File: src/rtl/ysyx_23060236_div_iter_if.sv
// Request/response bundle between the execute unit (master) and the divider (slave).
// Handshake: a request is accepted on a rising edge where div_valid and div_ready are both high;
// div_ready never depends on div_valid, and div_outvalid marks the single cycle res/rem are new.
interface ysyx_23060236_div_iter_if;
  logic        div_valid;
  logic        div_ready;
  logic        div_sign;
  logic [31:0] div1;
  logic [31:0] div2;
  logic [31:0] res;
  logic [31:0] rem;
  logic        div_outvalid;

  modport master (
    output div_valid, div_sign, div1, div2,
    input  div_ready, res, rem, div_outvalid
  );

  modport slave (
    input  div_valid, div_sign, div1, div2,
    output div_ready, res, rem, div_outvalid
  );
endinterface

File: src/rtl/ysyx_23060236_div_iter.sv
// Iterative radix-2 restoring divider for RV32M DIV/DIVU/REM/REMU, one quotient bit per cycle.
// Optional YSYX_23060236_DIV_EARLY_OUT_EN: trivial cases finish one cycle after accept.
module ysyx_23060236_div_iter (
  input  logic                          clock,
  input  logic                          reset,
  ysyx_23060236_div_iter_if.slave       div,
  output logic [1:0]                    dbg_state
);

  typedef enum logic [1:0] {
    IDLE = 2'd0,
    BUSY = 2'd1,
    DONE = 2'd2
  } state_t;

  state_t state, state_nxt;

  logic [31:0] dvd_q;
  logic [31:0] prem_q;
  logic [31:0] bmag_q;
  logic [31:0] dvd_orig_q;
  logic        q_neg_q;
  logic        r_neg_q;
  logic        bzero_q;
  logic        ovf_q;
  logic [4:0]  cnt_q;
  logic [31:0] res_q;
  logic [31:0] rem_q;

  logic        accept;
  logic        last_iter;
  logic        a_neg_in;
  logic        b_neg_in;
  logic [31:0] amag_in;
  logic [31:0] bmag_in;
  logic        bzero_in;
  logic        ovf_in;
  logic        early_in;

  logic [32:0] shifted;
  logic [32:0] diff;
  logic        q_bit;
  logic [31:0] prem_nxt;
  logic [31:0] dvd_nxt;
  logic [31:0] fin_res;
  logic [31:0] fin_rem;

  assign accept    = (state == IDLE) && div.div_valid;
  assign last_iter = (state == BUSY) && (cnt_q == 5'd31);

  // Operand conditioning on the request side, used only in the accept cycle.
  always_comb begin
    a_neg_in = div.div_sign & div.div1[31];
    b_neg_in = div.div_sign & div.div2[31];
    amag_in  = a_neg_in ? (~div.div1 + 32'd1) : div.div1;
    bmag_in  = b_neg_in ? (~div.div2 + 32'd1) : div.div2;
    bzero_in = (div.div2 == 32'd0);
    ovf_in   = div.div_sign && (div.div1 == 32'h8000_0000) && (div.div2 == 32'hFFFF_FFFF);
  end

`ifdef YSYX_23060236_DIV_EARLY_OUT_EN
  logic [31:0] early_res;
  logic [31:0] early_rem;
  always_comb begin
    early_in  = bzero_in | ovf_in | (amag_in < bmag_in);
    early_res = bzero_in ? 32'hFFFF_FFFF : (ovf_in ? 32'h8000_0000 : 32'd0);
    early_rem = ovf_in ? 32'd0 : div.div1;
  end
`else
  assign early_in = 1'b0;
`endif

  // One restoring step: remainder gains the next dividend MSB, quotient bit shifts in at the LSB.
  always_comb begin
    shifted  = {prem_q, dvd_q[31]};
    diff     = shifted - {1'b0, bmag_q};
    q_bit    = ~diff[32];
    prem_nxt = q_bit ? diff[31:0] : shifted[31:0];
    dvd_nxt  = {dvd_q[30:0], q_bit};
  end

  always_comb begin
    if (bzero_q) begin
      fin_res = 32'hFFFF_FFFF;
      fin_rem = dvd_orig_q;
    end else if (ovf_q) begin
      fin_res = 32'h8000_0000;
      fin_rem = 32'd0;
    end else begin
      fin_res = q_neg_q ? (~dvd_nxt + 32'd1) : dvd_nxt;
      fin_rem = r_neg_q ? (~prem_nxt + 32'd1) : prem_nxt;
    end
  end

  always_ff @(posedge clock) begin
    if (!reset) state <= IDLE;
    else        state <= state_nxt;
  end

  always_comb begin
    state_nxt = state;
    case (state)
      IDLE:    if (accept) state_nxt = early_in ? DONE : BUSY;
      BUSY:    if (last_iter) state_nxt = DONE;
      DONE:    state_nxt = IDLE;
      default: state_nxt = IDLE;
    endcase
  end

  always_comb begin
    div.div_ready    = (state == IDLE);
    div.div_outvalid = (state == DONE);
    div.res          = res_q;
    div.rem          = rem_q;
    dbg_state        = state;
  end

  always_ff @(posedge clock) begin
    if (!reset) begin
      dvd_q      <= 32'd0;
      prem_q     <= 32'd0;
      bmag_q     <= 32'd0;
      dvd_orig_q <= 32'd0;
      q_neg_q    <= 1'b0;
      r_neg_q    <= 1'b0;
      bzero_q    <= 1'b0;
      ovf_q      <= 1'b0;
      cnt_q      <= 5'd0;
      res_q      <= 32'd0;
      rem_q      <= 32'd0;
    end else if (accept) begin
      dvd_q      <= amag_in;
      prem_q     <= 32'd0;
      bmag_q     <= bmag_in;
      dvd_orig_q <= div.div1;
      q_neg_q    <= a_neg_in ^ b_neg_in;
      r_neg_q    <= a_neg_in;
      bzero_q    <= bzero_in;
      ovf_q      <= ovf_in;
      cnt_q      <= 5'd0;
`ifdef YSYX_23060236_DIV_EARLY_OUT_EN
      if (early_in) begin
        res_q <= early_res;
        rem_q <= early_rem;
      end
`endif
    end else if (state == BUSY) begin
      dvd_q  <= dvd_nxt;
      prem_q <= prem_nxt;
      cnt_q  <= cnt_q + 5'd1;
      if (last_iter) begin
        res_q <= fin_res;
        rem_q <= fin_rem;
      end
    end
  end

endmodule

File: src/flat_wrapper.sv
// flat-port wrapper written by rule: the top's interface ports become plain ports
module ysyx_23060236_div_iter_flat 
  (clock, reset, dbg_state, div_div_valid, div_div_sign, div_div1, div_div2, div_div_ready, div_res, div_rem, div_div_outvalid);
  ysyx_23060236_div_iter_if div_i ();
  input  logic clock;
  input  logic reset;
  output logic [1:0] dbg_state;
  input wire logic [$bits(div_i.div_valid)-1:0] div_div_valid;
  input wire logic [$bits(div_i.div_sign)-1:0] div_div_sign;
  input wire logic [$bits(div_i.div1)-1:0] div_div1;
  input wire logic [$bits(div_i.div2)-1:0] div_div2;
  output wire logic [$bits(div_i.div_ready)-1:0] div_div_ready;
  output wire logic [$bits(div_i.res)-1:0] div_res;
  output wire logic [$bits(div_i.rem)-1:0] div_rem;
  output wire logic [$bits(div_i.div_outvalid)-1:0] div_div_outvalid;
  assign div_i.div_valid = div_div_valid;
  assign div_i.div_sign = div_div_sign;
  assign div_i.div1 = div_div1;
  assign div_i.div2 = div_div2;
  assign div_div_ready = div_i.div_ready;
  assign div_res = div_i.res;
  assign div_rem = div_i.rem;
  assign div_div_outvalid = div_i.div_outvalid;
  ysyx_23060236_div_iter u_core (.clock(clock), .reset(reset), .div(div_i), .dbg_state(dbg_state));
endmodule
File: config.mk
export PLATFORM = sky130hd
export DESIGN_NAME = ysyx_23060236_div_iter_flat
export DESIGN_NICKNAME = d
export VERILOG_FILES = /design/src/rtl/ysyx_23060236_div_iter_if.sv /design/src/rtl/ysyx_23060236_div_iter.sv /design/src/flat_wrapper.sv
export SDC_FILE = /design/constraint.sdc
export NUM_CORES = 1
export LEC_CHECK = 0
export CAP_MARGIN = 30
export CORE_ASPECT_RATIO = 0.6
export CORE_MARGIN = 4
export CORE_UTILIZATION = 40
export DETAILED_ROUTE_END_ITERATION = 10
export GPL_ROUTABILITY_DRIVEN = 1
export PLACE_DENSITY = 0.67
export SLEW_MARGIN = 10
export SYNTH_ARGS = -nofsm -noshare
export SYNTH_HDL_FRONTEND = slang
export SYNTH_SLANG_ARGS = --single-unit
export TNS_END_PERCENT = 20
File: constraint.sdc
create_clock -name clock -period 12.7 [get_ports clock]
set_input_delay 1.27 -clock clock [delete_from_list [all_inputs] [get_ports clock]]
set_output_delay 1.27 -clock clock [all_outputs]
set_load 0.03 [all_outputs]
==> results_dict.tcl <==
set metrics [dict create \
    status "finished, final reports clean" \
    diodes 0 \
    wirelength_um 50500 \
    fin_ws_ps 6940 \
    clock-root-buffer "clkbuf_16" \
    cp.required_ps 13110 \
    r2r-start "u_core.dvd_q[31]" \
    dp_slack_ps 7220 \
    synth_edf_count 0 \
    vias 14015 \
    crit_start "u_core.dvd_q[31]" \
    fp.dieW_um 243 \
    cts_made_buffers 22 \
    clkTransAtPathRegs_ps 70 \
    place_inst 2220 \
    syn_to_final_growth_pct 17.5 \
    finalHoldViolCount 0 \
    num_io_pins 136 \
    cts_tree "yes" \
    start_kind "register" \
    final_core_util 0.478 \
    grt_pass1_wl_um 76700 \
    final_common_cell "nand2_1" \
    rsz0062_at_grt "no" \
    clkSinkCount 203 \
    wirelength_met1_um 23900 \
    holdCritPathClass "reg2reg" \
    met2_length_um 18800 \
    clock.fmax_mhz 174 \
    cts_setup_buffers 0 \
    avgSynthCellArea_sq_um 7.50 \
    stdcell_count 2263 \
    die_h_um 149 \
    coreArea_sq_mm 0.0325 \
    routedWlPerCell_um 22.3 \
    drive_above_1_share 0.0522 \
    drtPass1Iterations 6 \
    r2r_cells 21 \
    max_slew_margin 0.349 \
    r2r_slack_ps 6940 \
    final_cell_mix "nand2_1 (211), nor2_1 (204), dfxtp_1 (203)" \
    gp_congestion 0.995 \
    reg2reg_to "u_core.div.rem[24]" \
    synthCells 1762 \
    ys_seq_area_frac 0.308 \
    setup_tns_ps 0 \
    cts_resized 0 \
    finClkSkew_ps 13.9 \
    drv_cap 0 \
    ctsHoldBuffers 0 \
    fin_crit_sh 0.454 \
    syn_nets 1870 \
    drc 0 \
    final.fill_count 3215 \
    io_buffers 135 \
    ant_nets 0 \
    critical_path_class "reg2reg" \
    syn_area_sq_mm 0.0132 \
    rows 51 \
    synth.distinct_cells 75 \
    leakage_nw 5.83 \
    fin_nets 1931 \
    drt_iter0_drc 2045 \
    maxSlewViolCount 0 \
    path_max_fanout 40 \
    power_mw 2.08 \
    worstPathArrival_ps 6170 \
    htreeDepth 1 \
    ir_drop_uv 89.3 \
    setup_viol 0 \
    ys_ff_latch 203 \
    synthArstFlopShare 0 \
    min-delay-start "u_core.dvd_orig_q[21]" \
    clock_latency_ps 530 \
    overflow 0 \
    critical_path.endpoint "u_core.div.rem[24]" \
    start_util 0.407 \
    dieArea_sq_mm 0.0361 \
    worst_slew_pin_slew_ps 977 \
    viasPerCell 6.19 \
    endpoint_kind "register" \
    powerDensity_mw_per_mm2 134 \
    fin_crit_ps 5760 \
    top_layer_used "met4" \
    grt_pass1_vias 12569 \
    antenna_found_initial 1 \
    grt_util_all_layers 0.269 \
    synthFlopType "dfxtp_1" \
    ys_warn_count 0 \
    wl_met3_um 6990 \
    dp.final_hpwl_um 37900 \
    cts_buffer_depth 3 \
    grt_max_degree 96 \
]
==> worst max-delay path, stage by stage (launching register included) <==
cell and delay, ps:
dfxtp_1 420, inv_1 70, ha_1 200, inv_1 70, fa_1 280, a211oi_2 120, o211ai_1 320, nand3_1 260
a31oi_2 290, o21a_1 520, nor2_4 140, inv_2 80, buf_4 420, o21ai_0 220, inv_1 100, ha_1 310
inv_1 180, o41ai_1 810, nand3_1 330, o2111ai_1 260, o41a_1 170, a21oi_1 60
==> power breakdown <==
part	switching [mW]	internal, mW	total [mW]
Clock	0.287	0.363	0.650
Combinational	0.463	0.253	0.716
Sequential	0.0397	0.669	0.709
Total	0.790	1.29	2.08
==> synthesized netlist by cell type (all sizes together), types with 39 or more instances <==
cell type	count	area share
a211oi	60	0.034
a21oi	155	0.059
clkbuf	91	0.026
dfxtp	203	0.31
ha	39	0.037
inv	55	0.016
nand2	212	0.060
nor2	206	0.059
nor3	48	0.018
o21ai	130	0.050
xnor2	60	0.040
xor2	65	0.043
==> sequential cells by signal, indices dropped and copies added, names as in the netlist <==
signal,cells
u_core.div.rem,32
u_core.dvd_q,32
u_core.cnt_q,5
u_core.r_neg_q,1
u_core.div.res,32
u_core.dbg_state,2
u_core.dvd_orig_q,32
u_core.ovf_q,1
u_core.bmag_q,32
u_core.prem_q,32
u_core.q_neg_q,1
u_core.bzero_q,1
==> worst min-delay path by stage <==
| stage | to | slack (ps) | cells past startpoint |
|---|---|---|---|
| 5_1_grt | u_core.dvd_orig_q[21] | 470 | 2 |
| 2_1_floorplan | u_core.bmag_q[31] | 430 | 2 |
| 3_3_place_gp | u_core.dvd_orig_q[11] | 440 | 2 |
| 6_report | u_core.dvd_orig_q[21] | 450 | 2 |
| 3_5_place_dp | u_core.dvd_orig_q[21] | 440 | 2 |
| 4_1_cts | u_core.dvd_orig_q[21] | 450 | 2 |
==> kinds of logic after synthesis <==
kind of cell / share of synthesized area
AOI/OAI and AO/OA: 0.276
buffers and inverters: 0.0513
adders and majority gates: 0.0384
muxes: 0.0232
DFF: 0.308
xor gates and xnor gates: 0.0828
and+or+nand+nor: 0.221
==> through the flow <==
step	hold WS, ps	cell area (sq um)
6_report	452	15500
5_1_grt	468	15500
4_1_cts	453	15500
3_5_place_dp	444	14800
3_3_place_gp	441	14800
2_1_floorplan	432	13200
==> area by class of cell <==
type	instances	area [sq um]	share of cell area
clock buffers	33	663	0.0427
clock inverters	7	42.5	0.00274
inverters	56	211	0.0136
multi-input cells	1386	8490	0.547
flip-flops and latches	203	4060	0.262
well taps	424	531	0.0342
repair buffers	154	1520	0.0979
==> metal layers <==
layer	track usage	vias up
li1	-	6521
met1	0.421	6694
met5	0.00267	-
met4	0.0438	0
met2	0.347	745
met3	0.100	55
Note: power is estimated with default switching activity, not from simulation.
